File: src/rtl/cpu_sequencer.sv
// rtl/cpu_sequencer.sv - multi-cycle fetch/decode/mem/writeback control FSM for the RV32I core
//
// Purpose:
//    Drives one shared memory port for both instruction fetch and data
//    load/store. Each fetched instruction is latched for the combinational
//    decoder. Any load/store the decoder asks for runs on the same port.
//    The instruction then retires: the PC is committed and the register-file
//    write strobe is gated. A memory request left unanswered for
//    TIMEOUT_CYCLES request cycles, or a misaligned fetch address, parks the
//    FSM in FAULT. Only reset leaves FAULT.
//
// Parameters:
//    RESET_PC        PC loaded on reset
//    TIMEOUT_CYCLES  request cycles without ack before FAULT (0 disables)
//
// Ports:
//    clk              in   1   clock, rising edge
//    reset_i          in   1   synchronous active-high reset
//    mem_req_o        out  1   memory request, held until ack
//    mem_we_o         out  1   1 = store request
//    mem_addr_o       out  32  pc_o during FETCH, addr_i during MEM
//    mem_ack_i        in   1   request completes when high together with mem_req_o
//    mem_rdata_i      in   32  read data, valid with mem_ack_i
//    instr_o          out  32  latched instruction for the decoder
//    dec_en_o         out  1   decoder enable (DECODE, MEM, WRITEBACK)
//    next_pc_sel_i    in   2   00/10 pc+4, 01 pc+addr_i, 11 addr_i
//    addr_i           in   32  decoder address / offset
//    d_we_i           in   1   decoder: store
//    reg_in_en_i      in   1   decoder: register-file write requested
//    reg_in_source_i  in   2   decoder: 01 selects load data
//    pc_o             out  32  current PC
//    load_data_o      out  32  data from the last MEM read
//    rf_we_o          out  1   register-file write strobe (WRITEBACK only)
//    retire_o         out  1   one-cycle pulse per retired instruction
//    fault_o          out  1   sticky fault flag, cleared only by reset

module cpu_sequencer #(
   parameter logic [31:0] RESET_PC       = 32'h0000_0000,
   parameter int unsigned TIMEOUT_CYCLES = 255
) (
   input  logic        clk,
   input  logic        reset_i,
   output logic        mem_req_o,
   output logic        mem_we_o,
   output logic [31:0] mem_addr_o,
   input  logic        mem_ack_i,
   input  logic [31:0] mem_rdata_i,
   output logic [31:0] instr_o,
   output logic        dec_en_o,
   input  logic [1:0]  next_pc_sel_i,
   input  logic [31:0] addr_i,
   input  logic        d_we_i,
   input  logic        reg_in_en_i,
   input  logic [1:0]  reg_in_source_i,
   output logic [31:0] pc_o,
   output logic [31:0] load_data_o,
   output logic        rf_we_o,
   output logic        retire_o,
   output logic        fault_o
);

   typedef enum logic [2:0] {
      S_IDLE,
      S_FETCH,
      S_DECODE,
      S_MEM,
      S_WRITEBACK,
      S_FAULT
   } state_t;

   localparam logic [31:0] NOP_INSTR = 32'h0000_0013;

   state_t      state;
   logic [31:0] timeout_cnt;
   logic [31:0] next_pc;
   logic        mem_op;
   logic        timed_out;

   // PC successor. Plain 32-bit adds wrap silently modulo 2^32.
   always_comb begin
      next_pc = pc_o + 32'd4;
      case (next_pc_sel_i)
         2'b01:   next_pc = pc_o + addr_i;
         2'b11:   next_pc = addr_i;
         default: next_pc = pc_o + 32'd4;
      endcase
   end

   assign mem_op = d_we_i | (reg_in_en_i & (reg_in_source_i == 2'b01));

   // The counter holds (request cycles so far - 1). So a count of
   // TIMEOUT_CYCLES-1 marks the last request cycle that may still be acked.
   assign timed_out = (TIMEOUT_CYCLES != 0) &&
                      (timeout_cnt == TIMEOUT_CYCLES - 32'd1);

   // All outputs are registered. Each is loaded on the edge that enters the
   // state where it must be valid, so it is already driven in the first cycle
   // of that state. This is what allows a zero-wait ack in the same cycle the
   // request rises.
   always_ff @(posedge clk) begin
      if (reset_i) begin
         state       <= S_IDLE;
         pc_o        <= RESET_PC;
         instr_o     <= NOP_INSTR;
         load_data_o <= 32'h0;
         timeout_cnt <= 32'h0;
         mem_req_o   <= 1'b0;
         mem_we_o    <= 1'b0;
         mem_addr_o  <= RESET_PC;
         dec_en_o    <= 1'b0;
         rf_we_o     <= 1'b0;
         retire_o    <= 1'b0;
         fault_o     <= 1'b0;
      end else begin
         rf_we_o  <= 1'b0;
         retire_o <= 1'b0;

         case (state)
            S_IDLE: begin
               state       <= S_FETCH;
               mem_req_o   <= (pc_o[1:0] == 2'b00);
               mem_we_o    <= 1'b0;
               mem_addr_o  <= pc_o;
               timeout_cnt <= 32'h0;
            end

            S_FETCH: begin
               if (pc_o[1:0] != 2'b00) begin
                  // No request was raised for a misaligned PC.
                  state     <= S_FAULT;
                  fault_o   <= 1'b1;
                  mem_req_o <= 1'b0;
               end else if (mem_ack_i) begin
                  instr_o   <= mem_rdata_i;
                  mem_req_o <= 1'b0;
                  dec_en_o  <= 1'b1;
                  state     <= S_DECODE;
               end else if (timed_out) begin
                  state     <= S_FAULT;
                  fault_o   <= 1'b1;
                  mem_req_o <= 1'b0;
               end else begin
                  timeout_cnt <= timeout_cnt + 32'd1;
               end
            end

            S_DECODE: begin
               if (mem_op) begin
                  state       <= S_MEM;
                  mem_req_o   <= 1'b1;
                  mem_we_o    <= d_we_i;
                  mem_addr_o  <= addr_i;
                  timeout_cnt <= 32'h0;
               end else begin
                  state    <= S_WRITEBACK;
                  rf_we_o  <= reg_in_en_i;
                  retire_o <= 1'b1;
               end
            end

            S_MEM: begin
               if (mem_ack_i) begin
                  if (!mem_we_o) begin
                     load_data_o <= mem_rdata_i;
                  end
                  mem_req_o <= 1'b0;
                  mem_we_o  <= 1'b0;
                  state     <= S_WRITEBACK;
                  rf_we_o   <= reg_in_en_i;
                  retire_o  <= 1'b1;
               end else if (timed_out) begin
                  state     <= S_FAULT;
                  fault_o   <= 1'b1;
                  mem_req_o <= 1'b0;
                  mem_we_o  <= 1'b0;
                  dec_en_o  <= 1'b0;
               end else begin
                  timeout_cnt <= timeout_cnt + 32'd1;
               end
            end

            S_WRITEBACK: begin
               // The alignment of the new PC decides here whether the coming
               // FETCH raises a request at all.
               pc_o        <= next_pc;
               state       <= S_FETCH;
               dec_en_o    <= 1'b0;
               mem_req_o   <= (next_pc[1:0] == 2'b00);
               mem_we_o    <= 1'b0;
               mem_addr_o  <= next_pc;
               timeout_cnt <= 32'h0;
            end

            S_FAULT: begin
               fault_o   <= 1'b1;
               mem_req_o <= 1'b0;
               mem_we_o  <= 1'b0;
               dec_en_o  <= 1'b0;
            end

            default: begin
               state     <= S_FAULT;
               fault_o   <= 1'b1;
               mem_req_o <= 1'b0;
               mem_we_o  <= 1'b0;
               dec_en_o  <= 1'b0;
            end
         endcase
      end
   end

endmodule

File: config.mk
export PLATFORM = sky130hd
export DESIGN_NAME = cpu_sequencer
export DESIGN_NICKNAME = d
export VERILOG_FILES = /design/src/rtl/cpu_sequencer.sv
export SDC_FILE = /design/constraint.sdc
export NUM_CORES = 1
export LEC_CHECK = 0
export CORE_MARGIN = 2
export CORE_UTILIZATION = 45
export DETAILED_ROUTE_END_ITERATION = 6
export MAX_ROUTING_LAYER = met4
export PLACE_DENSITY = 0.75
export SLEW_MARGIN = 40
export SYNTH_ARGS = -nofsm -noshare
export SYNTH_HDL_FRONTEND = slang
export SYNTH_SLANG_ARGS = --single-unit
File: constraint.sdc
create_clock -name clk -period 5.4 [get_ports clk]
set_clock_uncertainty 0.2 [all_clocks]
set_input_delay 1.08 -clock clk [delete_from_list [all_inputs] [get_ports clk]]
set_output_delay 1.08 -clock clk [all_outputs]
set_load 0.02 [all_outputs]
**Word-level counts from Yosys, hierarchy flattened**

Index checks and enable logic that the tools add are counted.
W data, S select, Z words.

- Add/subtract/negate cells: 3
- Equal/unequal tests: 15
- Mux-type cells: 37
- Bitwise operators: 6
- Reduce and logical (&&, ||, !) cells: 15

Operators by type and width:

| cell | number |
|---|---|
| $mux W32 | 5 |
| $pmux W32 S4 | 1 |
| $pmux W32 S3 | 1 |
| $pmux W32 S2 | 1 |
| $add A32 B1 Y32 const B | 1 |
| $add A32 B3 Y32 const B | 1 |
| $add A32 B32 Y32 | 1 |
| $eq A32 B8 Y1 const B | 1 |
| $mux W1 | 17 |
| $mux W3 | 5 |
| $pmux W3 S5 | 1 |
| $reduce_and A3 Y1 | 4 |
| $ne A2 B2 Y1 const B | 5 |
| $pmux W1 S3 | 3 |
| $eq A3 B2 Y1 const B | 2 |
| $eq A3 B3 Y1 const B | 2 |
| $pmux W1 S5 | 1 |
| $reduce_and A5 Y1 | 1 |
| $eq A2 B1 Y1 const B | 2 |
| $logic_not A2 Y1 | 2 |
| $not A1 Y1 | 4 |
| $pmux W1 S2 | 2 |
| $reduce_bool A4 Y1 | 1 |
| $reduce_or A2 Y1 | 2 |
| other kinds (10) | 10 |

- Register bits after elaboration: 169
- Input bits: 73
- Output and inout bits: 134
- Word-level logic and storage cells: 88

**Depth between registers and ports, before layout**

Gate-level depths: netlist of run 1.

- Depth after elaboration: 5
- Gate-level depth with buffers: 12
- Depth with buffers taken out: 12

**Worst setup path after synthesis of run 1**

OpenSTA, ideal clock, no wires.

- Path kind: input port to flip-flop
- Start: input addr_i[0]
- End: register pc_o[30]
- Setup time: 57 ps
- Data arrival time: 3,310 ps
- Setup slack: 1,833 ps
- Cell stages on the path: 12
- Cells stage by stage: ha_1 inv_1 fa_1 nor2b_1 o31a_1 a21o_1 o21ai_2 nor4_1 nor3_1 or3b_1 a31oi_1 o21ba_2

- Longest elaborated chain between the ends: 2

Ends and longest elaborated chain:

| item | line | source |
|---|---|---|
| from (decl) | 51 | `input logic [31:0] addr_i,` |
| $add A32 B32 Y32 | 83 | `2'b01: next_pc = pc_o + addr_i;` |
| $pmux W32 S2 | 82 | `case (next_pc_sel_i)` |
| to (signal assigned) | 185 | `pc_o <= next_pc;` |
| to (decl) | 55 | `output logic [31:0] pc_o,` |

Every way passes these cells.
A chain may end at the register's enable or synchronous reset.

**Worst setup path after layout of run 1**

Ends and elaborated chain as after synthesis.

==> impl_metrics.ini, run 1 <==
[global_route]
grt.total_usage = 0.257
grt_max_degree = 89
antenna_found_initial = 0
overflow = 0
grt_pass1_vias = 8908
grt_pass1_wl_um = 45600

[hold_path]
hp-start = instr_o[10]
hold_class = flip-flop to flip-flop

[drt]
drt_pre_antenna_iters = 6
routed_wl_um = 28500
drc_errors = 0
wl_per_cell_um = 16.7
via_per_inst = 5.70
vias = 9707
drt-initial-drc-count = 785
drtAntennaViolNets = 0

[floorplan]
core_region_area_sq_um = 21000
top_level_ports = 207
start_util = 0.457
die_x_um = 150
placementRows = 53
dieArea_sq_um = 22500
die_y_um = 150

[final_layout]
fin_util = 0.592
fin_nets = 1522
drive_gt1_frac = 0.0540
area_growth_pct = 29.5
layout_common_cells = nand2_1, clkdlybuf4s50_1, dfxtp_1
final_area_sq_um = 12400
mostFrequentLayoutCell = nand2_1
antenna_cells = 0
fillers = 1963

[timing]
worst_slew_pin_slew_ps = 757
final.setup.tns_ps = 0
hold_ws_ps = 255
rsz0062_at_grt = no
hold_viol = 0
drv_slew = 0
finalCritPeriodShare = 0.749
relSlewSlack = 0.493
fmax_ghz = 0.247
setup_viol = 0
post-route-min-period_ps = 4040

[cts]
root_buffer = clkbuf_16
post_cts_resized = 0
clk_latency_ps = 440
clockBufferDepth = 2
clock_sinks = 169
tritoncts = yes
cts_hold_buffers = 0
h-tree-depth = 4
numCtsBuffers = 17
clk_pin_slew_worst_paths_ps = 80
cts_setup_buffers = 0

[pwr]
p_total_uw = 3170
seqPwrFrac = 0.421
power.density_nw_per_um2 = 256
swShare = 0.315
internal_power_uw = 2170
p_leak_uw = 0.00450
power.share.combinational = 0.172
p_sw_uw = 999
p_clk_frac = 0.407
ir_worst_vdd_mv = 0.247

[run_status]
status = complete, no violations

[critical_path]
crit_fanout = 4
crit_required_ps = 5590
setup.worst_path.start = addr_i[0]
r2r_slack_ps = 1980
arrival_ps = 4230
r2r-start = pc_o[0]
critPathLaunchType = primary input
cp-end-kind = flip-flop
crit_type = primary input to flip-flop

[synthesis]
syn_area_per_cell_sq_um = 7.59
async_reset_ff_frac = 0
synth-seq-cells = 169
synth_area_sq_um = 9570
ys_seq_area_frac = 0.353
synth_edf_count = 0
synth_nets = 1370
synthCells = 1262
ys.flop_type = dfxtp_1
synth_cell_types = 72
yosysWarningCount = 0

[place]
post_dp_cell_area_sq_um = 11800
place_congestion = 0.913
portBuffers = 206
dp_hpwl_um = 19800

[job]
cap_viol_max_count = 0
-- Yosys cell counts, types with 8 or more instances --
library cell | number | area, sq um
and2_1 | 10 | 62.6
a21o_1 | 16 | 120
nor4_1 | 8 | 50.1
a311oi_1 | 20 | 175
nor2_1 | 121 | 454
xor2_1 | 40 | 350
a31oi_1 | 12 | 75.1
nor3_1 | 20 | 100
clkbuf_1 | 71 | 267
inv_1 | 19 | 71.3
mux2i_1 | 10 | 100
a221oi_1 | 12 | 105
xnor2_1 | 31 | 272
a21oi_1 | 159 | 796
dfxtp_1 | 169 | 3380
o211ai_1 | 23 | 173
buf_2 | 10 | 50.1
o21ai_0 | 45 | 225
nand3_1 | 30 | 150
nand2_1 | 226 | 848
and3_1 | 14 | 87.6
nand4_1 | 19 | 119
nand2b_1 | 11 | 68.8
a211oi_1 | 13 | 97.6
ha_1 | 34 | 425
-- metal layers --
layer	global-route usage	vias to the layer above	wire, um
li1	-	4799	-
met1	0.344	4512	12800
met2	0.392	339	13100
met3	0.0378	57	1750
met4	0.0967	0	828
met5	-	-	0
-- final timing paths --
check                                   end  cells after the start
worst min-delay path            instr_o[10]                      2
worst min register to register  instr_o[10]                      2
worst max-delay path               pc_o[30]                     13
worst max register to register     pc_o[30]                     12
-- cell families (layout without fill, tap and decap cells) --
family                     count (synthesis)  count (layout)  synth area share
buffers and inverters                    106             271            0.0431
muxes                                     10              10            0.0105
xor gates and xnor gates                  72              72            0.0667
AOI/OAI and AO/OA                        363             363             0.239
adders and majority gates                 35              35            0.0465
DFF                                      169             169             0.353
and+or+nand+nor                          507             507             0.240
-- metrics by stage --
stage / instances / setup WS (ps)
after global routing: 1702 / 1190
after floorplan: 1262 / 1830
final: 1702 / 1360
after detailed placement: 1670 / 983
after CTS: 1702 / 1430
after global placement: 1670 / 1050
-- power groups by stage --
stage	combinational (uW)	sequential, uW	clock, uW
floorplan	255	1410	0
global placement	535	1360	0
detailed placement	540	1360	0
CTS	545	1330	1310
global route	591	1340	1360
finish	546	1330	1290
-- registers in the layout, summed over array words and instances, names as in the netlist, 3 cells and up --
| register | flops |
|---|---|
| state | 3 |
| instr_o | 32 |
| timeout_cnt | 32 |
| mem_addr_o | 32 |
| pc_o | 32 |
| load_data_o | 32 |
-- area by class of cell --
cell class	instances	area (sq um)	area share
inverters	19	71.3	0.00575
clock buffers	17	425	0.0343
repair buffers	220	2160	0.174
flip-flops and latches	169	3380	0.273
well taps	275	344	0.0277
multi-input cells	987	5800	0.467
clock inverters	15	221	0.0179
-- worst max-delay path, cell delays in order --
cell	delay (ps)
clkdlybuf4s50_1	500
ha_1	230
inv_1	70
fa_1	390
nor2b_1	210
o31a_1	220
a21o_1	220
o21ai_2	120
nor4_1	370
nor3_1	80
or3b_1	370
a31oi_1	230
o21ba_2	150
Power figures use the tool's default switching activity.
==> run 2, diff against run 1 <==
clock period = 4.14 ns   (was 5.4 ns; I/O delays follow)
==> run 2 against run 1 <==
Net effect:
- global-route usage is 0.44 points higher
- worst setup slack worse by 1000 ps
- non-clock buffer count is 16 higher
- core utilization is 0.42 points higher
- register-to-register slack worse by 1300 ps
- sequential power is 31% higher
- critical path type unchanged
- sequential share of layout area is 0.19 points lower
- via count is 0.75% higher
- first-iteration DRC count is 11% lower
- total power is 30% higher
==> impl_metrics.ini, run 2 (synthesis gave the netlist of run 1 again) <==
[run_status]
status = complete, no violations

[global_route]
grt_pass1_vias = 9111
grt.total_usage = 0.261
grt_pass1_wl_um = 46300
antenna_found_initial = 0
overflow = 0
grt_max_degree = 54

[cts]
root_buffer = clkbuf_16
cts_setup_buffers = 0
post_cts_resized = 0
numCtsBuffers = 17
h-tree-depth = 4
clockBufferDepth = 2
clk_latency_ps = 440
tritoncts = yes
clock_sinks = 169
clk_pin_slew_worst_paths_ps = 80
cts_hold_buffers = 0

[timing]
post-route-min-period_ps = 3790
fmax_ghz = 0.264
final.setup.tns_ps = 0
finalCritPeriodShare = 0.915
relSlewSlack = 0.499
worst_slew_pin_slew_ps = 750
drv_slew = 0
rsz0062_at_grt = no
setup_viol = 0
hold_viol = 0

[pwr]
swShare = 0.313
seqPwrFrac = 0.423
p_sw_uw = 1290
internal_power_uw = 2830
power.share.combinational = 0.175
p_clk_frac = 0.402
power.density_nw_per_um2 = 329
ir_worst_vdd_mv = 0.312
p_leak_uw = 0.00457

[drt]
vias = 9780
drt_pre_antenna_iters = 5
drc_errors = 0
drt-initial-drc-count = 697
drtAntennaViolNets = 0
routed_wl_um = 28600
wl_per_cell_um = 16.6
via_per_inst = 5.69

[floorplan]
die_x_um = 150
top_level_ports = 207
placementRows = 53
start_util = 0.457
die_y_um = 150
dieArea_sq_um = 22500
core_region_area_sq_um = 21000

[critical_path]
crit_type = primary input to flip-flop
reg2regPathDepth = 12
critPathLaunchType = primary input
cpPeakStageDelay_ps = 500
crit_buf_inv = 2
crit_family = simple AND/OR/NAND/NOR gates
cp.depth = 13
crit_chain = clkdlybuf4s50_1, ha_1, inv_1, fa_1, nor2b_1, o31a_1, a21o_1, o21ai_2, nor4_1, nor3_1, or3b_1, a31oi_1, o21ba_2
crit_fanout = 4
arrival_ps = 3980
cp-end-kind = flip-flop
cp_slowest_cell = clkdlybuf4s50_1
crit_required_ps = 4330

[place]
portBuffers = 206
dp_hpwl_um = 20200
place_congestion = 0.948

[hold_path]
hold_depth = 2
hold_class = flip-flop to flip-flop

[final_layout]
fin_util = 0.596
area_growth_pct = 30.5
antenna_cells = 0
fin_nets = 1538
mostFrequentLayoutCell = nand2_1
drive_gt1_frac = 0.0651
layout_common_cells = nand2_1, clkdlybuf4s50_1, dfxtp_1
fillers = 1924

[job]
cap_viol_max_count = 0
run 2: cell types whose count changed in the layout (fill, tap and decap cells not counted), sizes merged:
cell | previous run | this run
buf | 17 | 33
clkinv | 11 | 8
inv | 23 | 25
clkinvlp | 0 | 1
run 2: per-layer routing:
layer,track usage,part of all wire,up-vias
li1,-,-,4831
met1,0.343,0.45,4585
met2,0.410,0.47,318
met3,0.0412,0.059,46
met4,0.0892,0.023,0
met5,-,0,-
run 2: worst paths after layout:
check | start | to | slack [ps]
setup / recovery | addr_i[0] | pc_o[30] | 350
hold / removal | instr_o[25] | instr_o[25] | 260
setup reg to reg | pc_o[0] | pc_o[30] | 720
hold reg to reg | instr_o[25] | instr_o[25] | 260
run 2: power groups by stage:
| stage | Sequential [uW] | Clock, uW | Combinational, uW |
|---|---|---|---|
| after floorplan | 1840 | 0 | 333 |
| after global placement | 1780 | 0 | 710 |
| after detailed placement | 1780 | 0 | 716 |
| after CTS | 1740 | 1680 | 720 |
| after global routing | 1750 | 1760 | 786 |
| final | 1740 | 1650 | 722 |
run 2: final cells by class:
cell class | count | area [sq um] | share of cell area
inverter | 19 | 71.3 | 0.00571
timing repair buffer | 236 | 2270 | 0.182
tap | 275 | 344 | 0.0275
multi-input combinational | 987 | 5800 | 0.464
sequential | 169 | 3380 | 0.271
clock inverter | 15 | 195 | 0.0156
clock buffer | 17 | 425 | 0.0341
run 2: metrics by stage:
step / std cells / setup WS [ps] / cell area [sq um] / total power (uW) / hold WS, ps
2_1_floorplan: 1262 / 825 / 9570 / 2180 / 269
3_3_place_gp: 1686 / 80.4 / 11900 / 2490 / 241
3_5_place_dp: 1686 / -63.1 / 11900 / 2490 / 246
4_1_cts: 1718 / 400 / 12500 / 4140 / 257
5_1_grt: 1718 / 66.4 / 12500 / 4290 / 274
6_report: 1718 / 351 / 12500 / 4120 / 256
run 2: worst min-delay path, stage by stage (launching register included):
cell	delay [ps]
dfxtp_1	310
nand2_1	50
a21oi_1	50
